### config.mk
export PLATFORM = sky130hd
export DESIGN_NAME = dmem_arbiter
export DESIGN_NICKNAME = d
export VERILOG_FILES = /design/src/rtl/dmem_arbiter.sv
export SDC_FILE = /design/constraint.sdc
export NUM_CORES = 1
export LEC_CHECK = 0
export BUFFER_PORTS_ARGS = -buffer_cell sky130_fd_sc_hd__buf_4
export CORE_MARGIN = 5
export CORE_UTILIZATION = 47
export CTS_BUF_LIST = sky130_fd_sc_hd__clkbuf_4 sky130_fd_sc_hd__clkbuf_8
export CTS_CLUSTER_DIAMETER = 80
export DETAILED_ROUTE_END_ITERATION = 7
export PLACE_DENSITY_LB_ADDON = 0.3
export SYNTH_ARGS = -nofsm -noshare
export SYNTH_HDL_FRONTEND = slang
export SYNTH_SLANG_ARGS = --single-unit
### constraint.sdc
create_clock -name clk -period 4.51 [get_ports clk]
set_input_delay 0.902 -clock clk [delete_from_list [all_inputs] [get_ports clk]]
set_output_delay 0.902 -clock clk [all_outputs]
set_load 0.1 [all_outputs]
### src/rtl/dmem_arbiter.sv
// dmem_arbiter
// ------------
// Shares the single-port synchronous data memory between the processor
// load/store path and the display scanout reader. At most one access is
// issued per cycle. The processor wins by default. A starvation counter forces
// a display burst after V_STARVE_MAX denied display cycles, and the burst is
// capped at V_BURST_MAX grants so processor stalls stay bounded.
//
// Handshake: p_req / v_req are the requesters' valid signals. ~p_stall (for the
// processor) and v_grant (for the display) are the matching ready signals. An
// access transfers in a cycle where valid and ready are both high. A requester
// that is not granted keeps its request, address and data stable until it is
// granted. Read data comes back exactly one cycle after the grant, flagged by
// p_rvalid / v_rvalid.
//
// Ports:
//   clk, reset              clock, asynchronous active-high reset
//   p_req/p_we/p_addr/p_wdata   processor request
//   p_stall                 processor not granted this cycle (combinational)
//   p_rvalid/p_rdata        processor read return, one cycle after grant
//   v_req/v_addr            display read request
//   v_grant                 display granted this cycle (combinational)
//   v_rvalid/v_rdata        display read return, one cycle after grant
//   mem_addr/mem_wdata/mem_we/mem_rdata   single-port memory interface
//   dbg_state, dbg_starve_cnt   arbiter FSM state and starvation counter
//
// Optional build macro DMEM_ARB_STATS_EN adds the p_stall_cnt and v_wait_cnt
// outputs (32-bit wrapping event counters). Arbitration is the same either way.

module dmem_arbiter #(
    parameter int ADDR_W       = 12,
    parameter int DATA_W       = 32,
    parameter int V_STARVE_MAX = 16,
    parameter int V_BURST_MAX  = 8
) (
    input  logic                              clk,
    input  logic                              reset,
    input  logic                              p_req,
    input  logic                              p_we,
    input  logic [ADDR_W-1:0]                 p_addr,
    input  logic [DATA_W-1:0]                 p_wdata,
    output logic                              p_stall,
    output logic                              p_rvalid,
    output logic [DATA_W-1:0]                 p_rdata,
    input  logic                              v_req,
    input  logic [ADDR_W-1:0]                 v_addr,
    output logic                              v_grant,
    output logic                              v_rvalid,
    output logic [DATA_W-1:0]                 v_rdata,
    output logic [ADDR_W-1:0]                 mem_addr,
    output logic [DATA_W-1:0]                 mem_wdata,
    output logic                              mem_we,
    input  logic [DATA_W-1:0]                 mem_rdata,
`ifdef DMEM_ARB_STATS_EN
    output logic [31:0]                       p_stall_cnt,
    output logic [31:0]                       v_wait_cnt,
`endif
    output logic [1:0]                        dbg_state,
    output logic [$clog2(V_STARVE_MAX+1)-1:0] dbg_starve_cnt
);

    localparam int SC_W = $clog2(V_STARVE_MAX + 1);
    localparam int BC_W = $clog2(V_BURST_MAX + 1);

    typedef enum logic [1:0] {
        IDLE = 2'd0,
        PROC = 2'd1,
        DISP = 2'd2
    } state_t;

    state_t            state;
    logic [SC_W-1:0]   starve_cnt;
    logic [BC_W-1:0]   burst_cnt;
    logic              burst_act;   // last display grant was part of a starvation burst
    logic [ADDR_W-1:0] addr_q;      // last issued address, held when idle
    logic [DATA_W-1:0] p_rdata_q;
    logic [DATA_W-1:0] v_rdata_q;

    logic grant_p;
    logic grant_v;
    logic burst_grant;

    // Grant decision. Everything is forced off while reset is high so the
    // memory never sees a write during reset.
    always_comb begin
        grant_p     = 1'b0;
        grant_v     = 1'b0;
        burst_grant = 1'b0;
        if (!reset) begin
            if (p_req && v_req && starve_cnt == SC_W'(V_STARVE_MAX)) begin
                grant_v     = 1'b1;
                burst_grant = 1'b1;
            end else if (p_req && v_req && state == DISP && burst_act &&
                         burst_cnt < BC_W'(V_BURST_MAX)) begin
                grant_v     = 1'b1;
                burst_grant = 1'b1;
            end else if (p_req) begin
                grant_p = 1'b1;
            end else if (v_req) begin
                grant_v = 1'b1;
            end
        end
    end

    assign p_stall   = p_req & ~grant_p & ~reset;
    assign v_grant   = grant_v;
    assign mem_we    = grant_p & p_we;
    assign mem_addr  = grant_p ? p_addr : (grant_v ? v_addr : addr_q);
    assign mem_wdata = grant_p ? p_wdata : '0;

    // Memory data is valid in the rvalid cycle itself; the _q copies keep the
    // last returned word on the outputs between returns.
    assign p_rdata = p_rvalid ? mem_rdata : p_rdata_q;
    assign v_rdata = v_rvalid ? mem_rdata : v_rdata_q;

    assign dbg_state      = state;
    assign dbg_starve_cnt = starve_cnt;

    always_ff @(posedge clk or posedge reset) begin
        if (reset) begin
            state      <= IDLE;
            starve_cnt <= '0;
            burst_cnt  <= '0;
            burst_act  <= 1'b0;
            addr_q     <= '0;
            p_rvalid   <= 1'b0;
            v_rvalid   <= 1'b0;
            p_rdata_q  <= '0;
            v_rdata_q  <= '0;
        end else begin
            if (grant_p)
                state <= PROC;
            else if (grant_v)
                state <= DISP;
            else
                state <= IDLE;

            burst_act <= burst_grant;

            if (grant_v)
                starve_cnt <= '0;
            else if (v_req && starve_cnt != SC_W'(V_STARVE_MAX))
                starve_cnt <= starve_cnt + SC_W'(1);

            // Only display grants taken against a waiting processor count
            // toward the burst limit.
            if (grant_p || !p_req)
                burst_cnt <= '0;
            else if (grant_v)
                burst_cnt <= burst_cnt + BC_W'(1);

            addr_q   <= mem_addr;
            p_rvalid <= grant_p & ~p_we;
            v_rvalid <= grant_v;
            if (p_rvalid)
                p_rdata_q <= mem_rdata;
            if (v_rvalid)
                v_rdata_q <= mem_rdata;
        end
    end

`ifdef DMEM_ARB_STATS_EN
    always_ff @(posedge clk or posedge reset) begin
        if (reset) begin
            p_stall_cnt <= '0;
            v_wait_cnt  <= '0;
        end else begin
            if (p_stall)
                p_stall_cnt <= p_stall_cnt + 32'd1;
            if (v_req && !grant_v)
                v_wait_cnt <= v_wait_cnt + 32'd1;
        end
    end
`endif

endmodule

==> impl_results.rst, run 1 <==
.. list-table::
   :header-rows: 1

   * - Metric
     - Value
   * - Met3 usage
     - 4.95%
   * - Clock-pin transition on the worst setup and hold timing paths
     - around 0.090 ns
   * - Post-route clock skew
     - just over 0.009 ns
   * - Post-detailed-placement half-perimeter wirelength
     - between 8000 and 9000 microns
   * - Share of final-layout standard cells stronger than drive strength 1
     - 57.3%
   * - CTS-repair resized insts
     - 0
   * - Unrepaired setup endpoints after global routing
     - no
   * - Synthesis-to-layout area growth
     - 42.0%
   * - Number of inserted diodes
     - 0
   * - Via count of the first global-routing pass
     - 3741
   * - Cell with the biggest individual delay on the critical path
     - a21oi_4
   * - Post-layout total power
     - 3.23 mW
   * - Die area
     - 0.0111 sq mm
   * - Hold buffer count at CTS
     - 0
   * - Delay of the slowest critical-path stage
     - 0.87 ns
   * - Leak Pwr
     - roughly 2.8 nW
   * - Power density of the placed cells
     - 532 mW/mm^2
   * - Layer carrying the most global-route usage
     - met2
   * - Outcome
     - finished, final reports clean
   * - Number of clock sinks seen by CTS
     - 90
   * - Mean area per synthesized cell
     - ~13 sq um
   * - Maximum ir drop on the vdd rail
     - approximately 230 uV
   * - Root Buffer Master
     - clkbuf_8
   * - Highest fanout seen on the critical path
     - 35
   * - Number of antenna violations at the first check in global routing
     - 0
   * - Post-route DRC violation count
     - 0
   * - Total track usage
     - approximately a fifth
   * - Yosys synthesis warning count
     - 0
   * - Final worst path period need
     - roughly 3.7 ns
   * - FF+latch count, synth
     - 90
   * - Horizontal extent of the die
     - 105 microns
   * - Fill cells
     - 637
   * - Final instance area
     - about 0.0061 sq mm
   * - Max-slew violation count
     - 0
   * - Count of antenna-violating nets left after detailed routing
     - 0
   * - Pin count of the biggest net entering global routing
     - 59
   * - Standard cell core area
     - 0.00881 sq mm
   * - Routing usage on met1
     - 24.6%
   * - Global placer's final weighted congestion
     - 0.779
   * - CTS H-tree depth
     - 3
   * - Leftover overflow at the end of global routing
     - 0
   * - Number of distinct library cells after synthesis
     - 38
   * - First-pass detailed-route iteration total
     - 4
   * - Mapped Cells
     - 342
   * - Largest cells by area after synthesis
     - dfrtp_1 (53%), mux2_2 (16%), nor3b_1 (5.8%)
   * - Met2 track utilization from global routing
     - between 30 and 40%
   * - Global-route wire length before repair
     - 18900 microns
   * - Critical Path RT
     - 3.61 ns
   * - Final Hold Viols
     - 0
   * - Synthesized cell area
     - about 0.0043 sq mm
   * - Count of nets after finishing
     - ~640
   * - Highest clock frequency the design can meet
     - 269 MHz
   * - Initial core utilization
     - 48.6%
   * - Final clock period utilization by the worst path
     - 82.4%
   * - Share of the synthesized area in the top cell type
     - 52.7%
   * - Finish-stage setup viols
     - 0
   * - Max-cap violations
     - 0
   * - FP Rows
     - 34
   * - Port bufs
     - 212
   * - Library cell with the largest summed area after synthesis
     - dfrtp_1
   * - Wirelength, routed
     - 11900 microns
   * - Floorplan die height
     - 105 microns
   * - CTS Buffer Depth
     - 2
   * - Post-synth net total
     - 438
   * - Fraction of the yosys area taken by sequential cells
     - 52.7%
   * - Mean number of vias per cell
     - around 5.3
   * - Number of vias after detailed routing
     - 3472
   * - Worst min-delay path category
     - flop to flop
   * - Max-Slew Margin vs Limit
     - 33.7%
   * - Transition time of the tightest slew-check pin
     - 0.993 ns
   * - Capturing element type of the critical path
     - primary output
   * - Total CTS buffers
     - 9
   * - Crit-path leading delay family
     - compound AO/OA/AOI/OAI gates
   * - Cell area reported after detailed placement
     - roughly 0.006 sq mm
   * - Class of the most critical setup path
     - flop to primary output
   * - Post-CTS setup buffer count
     - 0
   * - Crit-path cells
     - inv_1 > ha_1 > nand4bb_1 > a21oi_4 > nor3b_1 > buf_4
   * - WP data arrival
     - ~2.8 ns
   * - Worst setup slack for register-to-register paths
     - 2.22 ns
   * - DR iter-0 viols
     - approximately 190
   * - Number of buffers and inverters on the critical path
     - 2
   * - CTS tree
     - built
   * - Source-to-sink clock delay at the later pin of the worst-skew pair
     - 0.35 ns
   * - I/O pins
     - ~210
   * - Type of element launching the critical path
     - flop
   * - Per-cell routed wire length
     - around 18 microns
-- metal layers --
metal / share of wire [%] / vias up
li1: - / 1623
met2: 54 / 150
met1: 37 / 1685
met4: 1.9 / 0
met3: 7.4 / 14
met5: 0 / -
-- path summary, 6_finish.rpt --
| path | from | end | cells past startpoint |
|---|---|---|---|
| max reg2reg | dbg_starve_cnt[0] | p_rvalid | 5 |
| max in group asynchronous | reset | p_rdata_q[21] | 3 |
| min in group asynchronous | reset | burst_cnt[0] | 2 |
| min reg2reg | p_rdata_q[0] | p_rdata_q[0] | 1 |
| min | p_rdata_q[0] | p_rdata_q[0] | 1 |
| max | dbg_starve_cnt[0] | mem_wdata[8] | 6 |
-- state kept, by name, summed over array words and instances (netlist names) --
| register | flops |
|---|---|
| addr_q | 12 |
| burst_act | 1 |
| burst_cnt | 4 |
| dbg_starve_cnt | 5 |
| dbg_state | 2 |
| p_rdata_q | 32 |
| p_rvalid | 1 |
| v_rdata_q | 32 |
| v_rvalid | 1 |
-- layout by cell type (no fill, tap or decap), drive strengths merged, types with 3 or more instances in the layout --
cell type,netlist,final
clkinvlp,0,3
a311o,11,11
nor2,15,15
nand2b,3,3
ha,3,3
nand2,6,6
buf,20,216
nand3,3,3
a221oi,11,11
nor3b,33,33
nor2b,11,11
nand4,3,3
nor3,12,12
mux2,64,64
a31oi,3,3
inv,16,17
xor2,3,3
dfrtp,90,90
o21ai,3,3
a21oi,8,8
clkbuf,8,10
-- synthesized netlist by cell type --
library cell	instances
dfrtp_1	90
mux2_2	60
nor3b_1	33
inv_1	16
nor2_1	15
buf_2	13
nor3_1	12
a311o_1	11
nor2b_1	11
a221oi_2	9
clkbuf_1	8
a21oi_1	6
nand2_1	6
buf_4	4
mux2_1	4
buf_6	3
ha_1	3
nand3_1	3
nand4_1	3
xor2_1	3
a211oi_1	2
a21oi_4	2
a221oi_1	2
a31oi_1	2
and2_1	2
and4bb_2	2
nand2b_1	2
nand4bb_1	2
o211ai_1	2
o21ai_0	2
or3_1	2
a2111o_1	1
a211o_1	1
a31oi_2	1
and2b_4	1
nand2b_2	1
o21ai_2	1
o311ai_0	1
-- through the flow --
stage | setup TNS (ns) | setup WS (ns) | hold slack [ns] | std cells | utilization [%]
6_report | 0 | 0.792 | 0.495 | 654 | 69.0
5_1_grt | 0 | 0.505 | 0.501 | 654 | 69.0
4_1_cts | 0 | 0.758 | 0.496 | 654 | 69.0
3_5_place_dp | 0 | 1.17 | 0.472 | 638 | 66.9
3_3_place_gp | 0 | 1.17 | 0.468 | 638 | 66.9
2_1_floorplan | -14.96 | -0.479 | 0.528 | 342 | -
-- power by group --
part | switching [mW] | total [mW] | internal [mW] | leakage [nW]
Clock | 0.289 | 0.501 | 0.211 | 0.0829
Sequential | 0.0513 | 0.992 | 0.941 | 1.08
Combinational | 1.36 | 1.74 | 0.378 | 1.68
Total | 1.70 | 3.23 | 1.53 | 2.84
-- cells by family after synthesis --
family	synth area share, %
muxes	16.9
and+or+nand+nor	13.9
buffers and inverters	5.12
adders and majority gates	0.878
DFF	52.7
xor gates and xnor gates	0.615
AOI/OAI and AO/OA	10.0
-- final cells by class --
type,count,area [sq um],area share (%)
tap,108,135,2.22
clock buffer,10,131,2.16
inverter,16,61.3,1.01
sequential,90,2250,37.1
clock inverter,6,48.8,0.803
timing repair buffer,216,1620,26.7
multi-input combinational,208,1820,30.0
Note: power is estimated with default switching activity, not from simulation.
==> inputs of run 2 (changes only) <==
--- a/config.mk
+++ b/config.mk
@@ -7,7 +7,7 @@
 export LEC_CHECK = 0
 export BUFFER_PORTS_ARGS = -buffer_cell sky130_fd_sc_hd__buf_4
 export CORE_MARGIN = 5
-export CORE_UTILIZATION = 47
+export CORE_UTILIZATION = 43
 export CTS_BUF_LIST = sky130_fd_sc_hd__clkbuf_4 sky130_fd_sc_hd__clkbuf_8
 export CTS_CLUSTER_DIAMETER = 80
 export DETAILED_ROUTE_END_ITERATION = 7
==> constraint.sdc (replaced) <==
create_clock -name clk -period 3.2 [get_ports clk]
set_input_delay 0.64 -clock clk [delete_from_list [all_inputs] [get_ports clk]]
set_output_delay 0.64 -clock clk [all_outputs]
set_load 0.1 [all_outputs]
==> run 2 against run 1 <==
Effect of this change:
- design area rose by 11%
- first-iteration DRC count fell by 46%
- die area rose by 8.4%
- non-clock buffer count rose by 6
- worst setup slack got worse by 0.68 ns
- clock-buffer cell count rose by 1
- critical path type unchanged
- critical endpoint is now mem_addr[11]
- largest cell class is now multi-input gates
==> impl_results.rst, run 2 (synthesis results as in run 1) <==
.. list-table::
   :header-rows: 1

   * - Metric
     - Value
   * - Via count of the first global-routing pass
     - 3807 (+1.8%)
   * - Global-route wire length before repair
     - 18900 microns (-0.14%)
   * - Worst slack after detailed placement
     - 0.357 ns (-0.808 ns)
   * - Root Buffer Master
     - clkbuf_8
   * - CTS H-tree depth
     - 3 (unchanged)
   * - Most common cell after layout, fill and taps aside
     - buf_4
   * - Standard cell core area
     - 0.00973 sq mm (+10%)
   * - Commonest cells after routing, fill and taps aside
     - buf_4 (217), dfrtp_1 (84), mux2_2 (60), nor3b_4 (33)
   * - Fill cells
     - 707 (+11%)
   * - I/O pins
     - 213 (unchanged)
   * - Clock group share of total power
     - 16.8% (+1.3 points)
   * - Post-detailed-placement half-perimeter wirelength
     - 9210 microns (+2.9%)
   * - Number of antenna violations at the first check in global routing
     - 0 (unchanged)
   * - Wirelength, routed
     - 11900 microns (+0.82%)
   * - Max-Slew Margin vs Limit
     - 58.3% (+25 points)
   * - Clock-pin transition on the worst setup and hold timing paths
     - 0.09 ns (about the same)
   * - Crit-path leading delay family
     - buffers and inverters
   * - Final Hold Slack
     - 0.347 ns (-0.148 ns)
   * - Pin count of the biggest net entering global routing
     - 79 (+34%)
   * - Total track usage
     - 20.2% (-1.0 points)
   * - Internal power component
     - 2.30 mW (+50%)
   * - Share of final-layout standard cells stronger than drive strength 1
     - 65.2% (+7.9 points)
   * - Layout Utilization
     - 69.5% (+0.50 points)
   * - Finish-stage setup viols
     - 0 (unchanged)
   * - CTS Buffer Depth
     - 2 (unchanged)
   * - Max-slew violation count
     - 0 (unchanged)
   * - Largest registers in the final layout
     - p_rdata_q (32), v_rdata_q (32), addr_q (12)
   * - Source-to-sink clock delay at the later pin of the worst-skew pair
     - 0.36 ns (about the same)
   * - Final worst path period need
     - ~3.1 ns
   * - Setup slack of the critical path after layout
     - 0.110 ns (-0.681 ns)
   * - Final clock period utilization by the worst path
     - ~97%
   * - Leak Pwr
     - 3.01 nW (+5.8%)
   * - Highest fanout seen on the critical path
     - 7 (-80%)
   * - Highest clock frequency the design can meet
     - 324 MHz
   * - Horizontal extent of the die
     - 110 microns (+4.1%)
   * - DR iter-0 viols
     - 99 (-46%)
   * - First-pass detailed-route iteration total
     - 4 (unchanged)
   * - Initial core utilization
     - 44.0% (-4.6 points)
   * - Class of the most critical setup path
     - flop to primary output
   * - Hold buffer count at CTS
     - 0 (unchanged)
   * - Critical Path RT
     - 2.56 ns (-1.05 ns)
   * - Per-cell routed wire length
     - 17.4 microns (-3.7%)
   * - Number of buffers and inverters on the critical path
     - 3 (+1)
   * - Total CTS buffers
     - 9 (unchanged)
   * - Unrepaired setup endpoints after global routing
     - yes
   * - Maximum ir drop on the vdd rail
     - 335 uV (+46%)
   * - CTS tree
     - built
   * - Floorplan die height
     - 110 microns (+4.1%)
   * - Post-route clock skew
     - 0.0153 ns (+0.00615 ns)
   * - Number of clock sinks seen by CTS
     - 90 (unchanged)
   * - Post-route DRC violation count
     - 0 (unchanged)
   * - Delay of the slowest critical-path stage
     - 0.44 ns (-0.43 ns)
   * - Synthesis-to-layout area growth
     - 58.0%
   * - Worst Reg2Reg Path Length in Cells
     - 6 (+1)
   * - Transition time of the tightest slew-check pin
     - 0.617 ns (-0.375 ns)
   * - Global placer's final weighted congestion
     - 0.770 (-1.2%)
   * - Leftover overflow at the end of global routing
     - 0 (unchanged)
   * - Capturing element type of the critical path
     - primary output
   * - FP Rows
     - 36 (+5.9%)
   * - Number of vias after detailed routing
     - 3521 (+1.4%)
   * - Count of antenna-violating nets left after detailed routing
     - 0 (unchanged)
   * - Die area
     - 0.0120 sq mm (+8.4%)
   * - Power density of the placed cells
     - 700 mW/mm^2 (+31%)
   * - Reg power frac
     - 29.7% (-1.0 points)
   * - Crit. path cell count
     - 7 (+1)
   * - Max-cap violations
     - 0 (unchanged)
   * - Cell with the biggest individual delay on the critical path
     - dfrtp_2
   * - Final Hold Viols
     - 0 (unchanged)
   * - Total net switching power
     - 2.43 mW (+43%)
   * - Crit-path cells
     - inv_1 > ha_1 > and4bb_2 > o21ai_4 > buf_12 > a221oi_4 > buf_4
   * - Combinational share of power
     - 53.5% (-0.3 points)
   * - Share of total power consumed by net switching
     - 51.4% (-1.3 points)
   * - Outcome
     - finished, final reports clean
   * - Number of inserted diodes
     - 0 (unchanged)
   * - Count of nets after finishing
     - 643 (+0.94%)
   * - Port bufs
     - 212 (unchanged)
   * - Worst min-delay path category
     - input port to async pin
   * - WP data arrival
     - 2.45 ns (-0.37 ns)
   * - Type of element launching the critical path
     - flop
   * - Mean number of vias per cell
     - 5.14 (-3.2%)
-- run 2: changes by cell type in the layout (fill, tap and decap cells not counted), moves of 2 or more --
cell / previous run / this run
dfrtp_2: 0 / 6
nor3b_1: 33 / 0
buf_12: 0 / 4
a221oi_4: 0 / 11
clkinvlp_4: 3 / 1
a221oi_2: 11 / 0
inv_6: 2 / 0
nor3b_4: 0 / 33
dfrtp_1: 90 / 84
-- run 2: path summary, 6_finish.rpt --
kind                       slack [ns]              start             to
min in group clk                 0.45               p_we       p_rvalid
max reg2reg                      1.27  dbg_starve_cnt[0]      addr_q[2]
min reg2reg                      0.49      v_rdata_q[26]  v_rdata_q[26]
min                              0.35              reset      addr_q[1]
max in group asynchronous        2.15              reset   dbg_state[0]
max                              0.11  dbg_starve_cnt[0]   mem_addr[11]
-- run 2: metrics by stage --
stage | cells | power, mW | setup TNS (ns) | cell area [sq um]
floorplan | 342 | 3.45 | -0.0204 | 4820
detailed placement | 669 | 3.97 | 0 | 6540
CTS | 685 | 4.76 | 0 | 6760
global placement | 669 | 3.93 | 0 | 6540
finish | 685 | 4.73 | 0 | 6760
global route | 685 | 4.91 | -0.00794 | 6760
-- run 2: power by group through the flow --
stage	Sequential, mW	Combinational, mW	Clock, mW
3_3_place_gp	1.41	2.52	0
5_1_grt	1.42	2.61	0.872
6_report	1.40	2.53	0.796
3_5_place_dp	1.43	2.54	0
4_1_cts	1.40	2.55	0.813
2_1_floorplan	1.53	1.92	0
-- run 2: area by class of cell --
cell class | instances | area, sq um | area share [%]
Multi-Input combinational cell | 208 | 2350 | 34.7
Sequential cell | 90 | 2260 | 33.4
Inverter | 16 | 63.8 | 0.944
Clock buffer | 11 | 139 | 2.05
Tap cell | 133 | 166 | 2.46
Clock inverter | 5 | 63.8 | 0.944
Timing Repair Buffer | 222 | 1720 | 25.5
-- run 2: what timing repair did --
| item | CTS | global route |
|---|---|---|
| setup buffers | 0 | 0 |
| endpoints found under the setup margin | 39 | 4 |
| gates resized for setup | 2 | 1 |
-- run 2: routing by layer --
metal | vias to the layer above | wire, microns | part of all wire [%] | global-route usage [%]
li1 | 1638 | - | - | -
met1 | 1716 | 4530 | 38 | 23.6
met2 | 153 | 6110 | 51 | 34.9
met3 | 14 | 1080 | 9.0 | 6.11
met4 | 0 | 226 | 1.9 | 7.48
met5 | - | 0 | 0 | 0
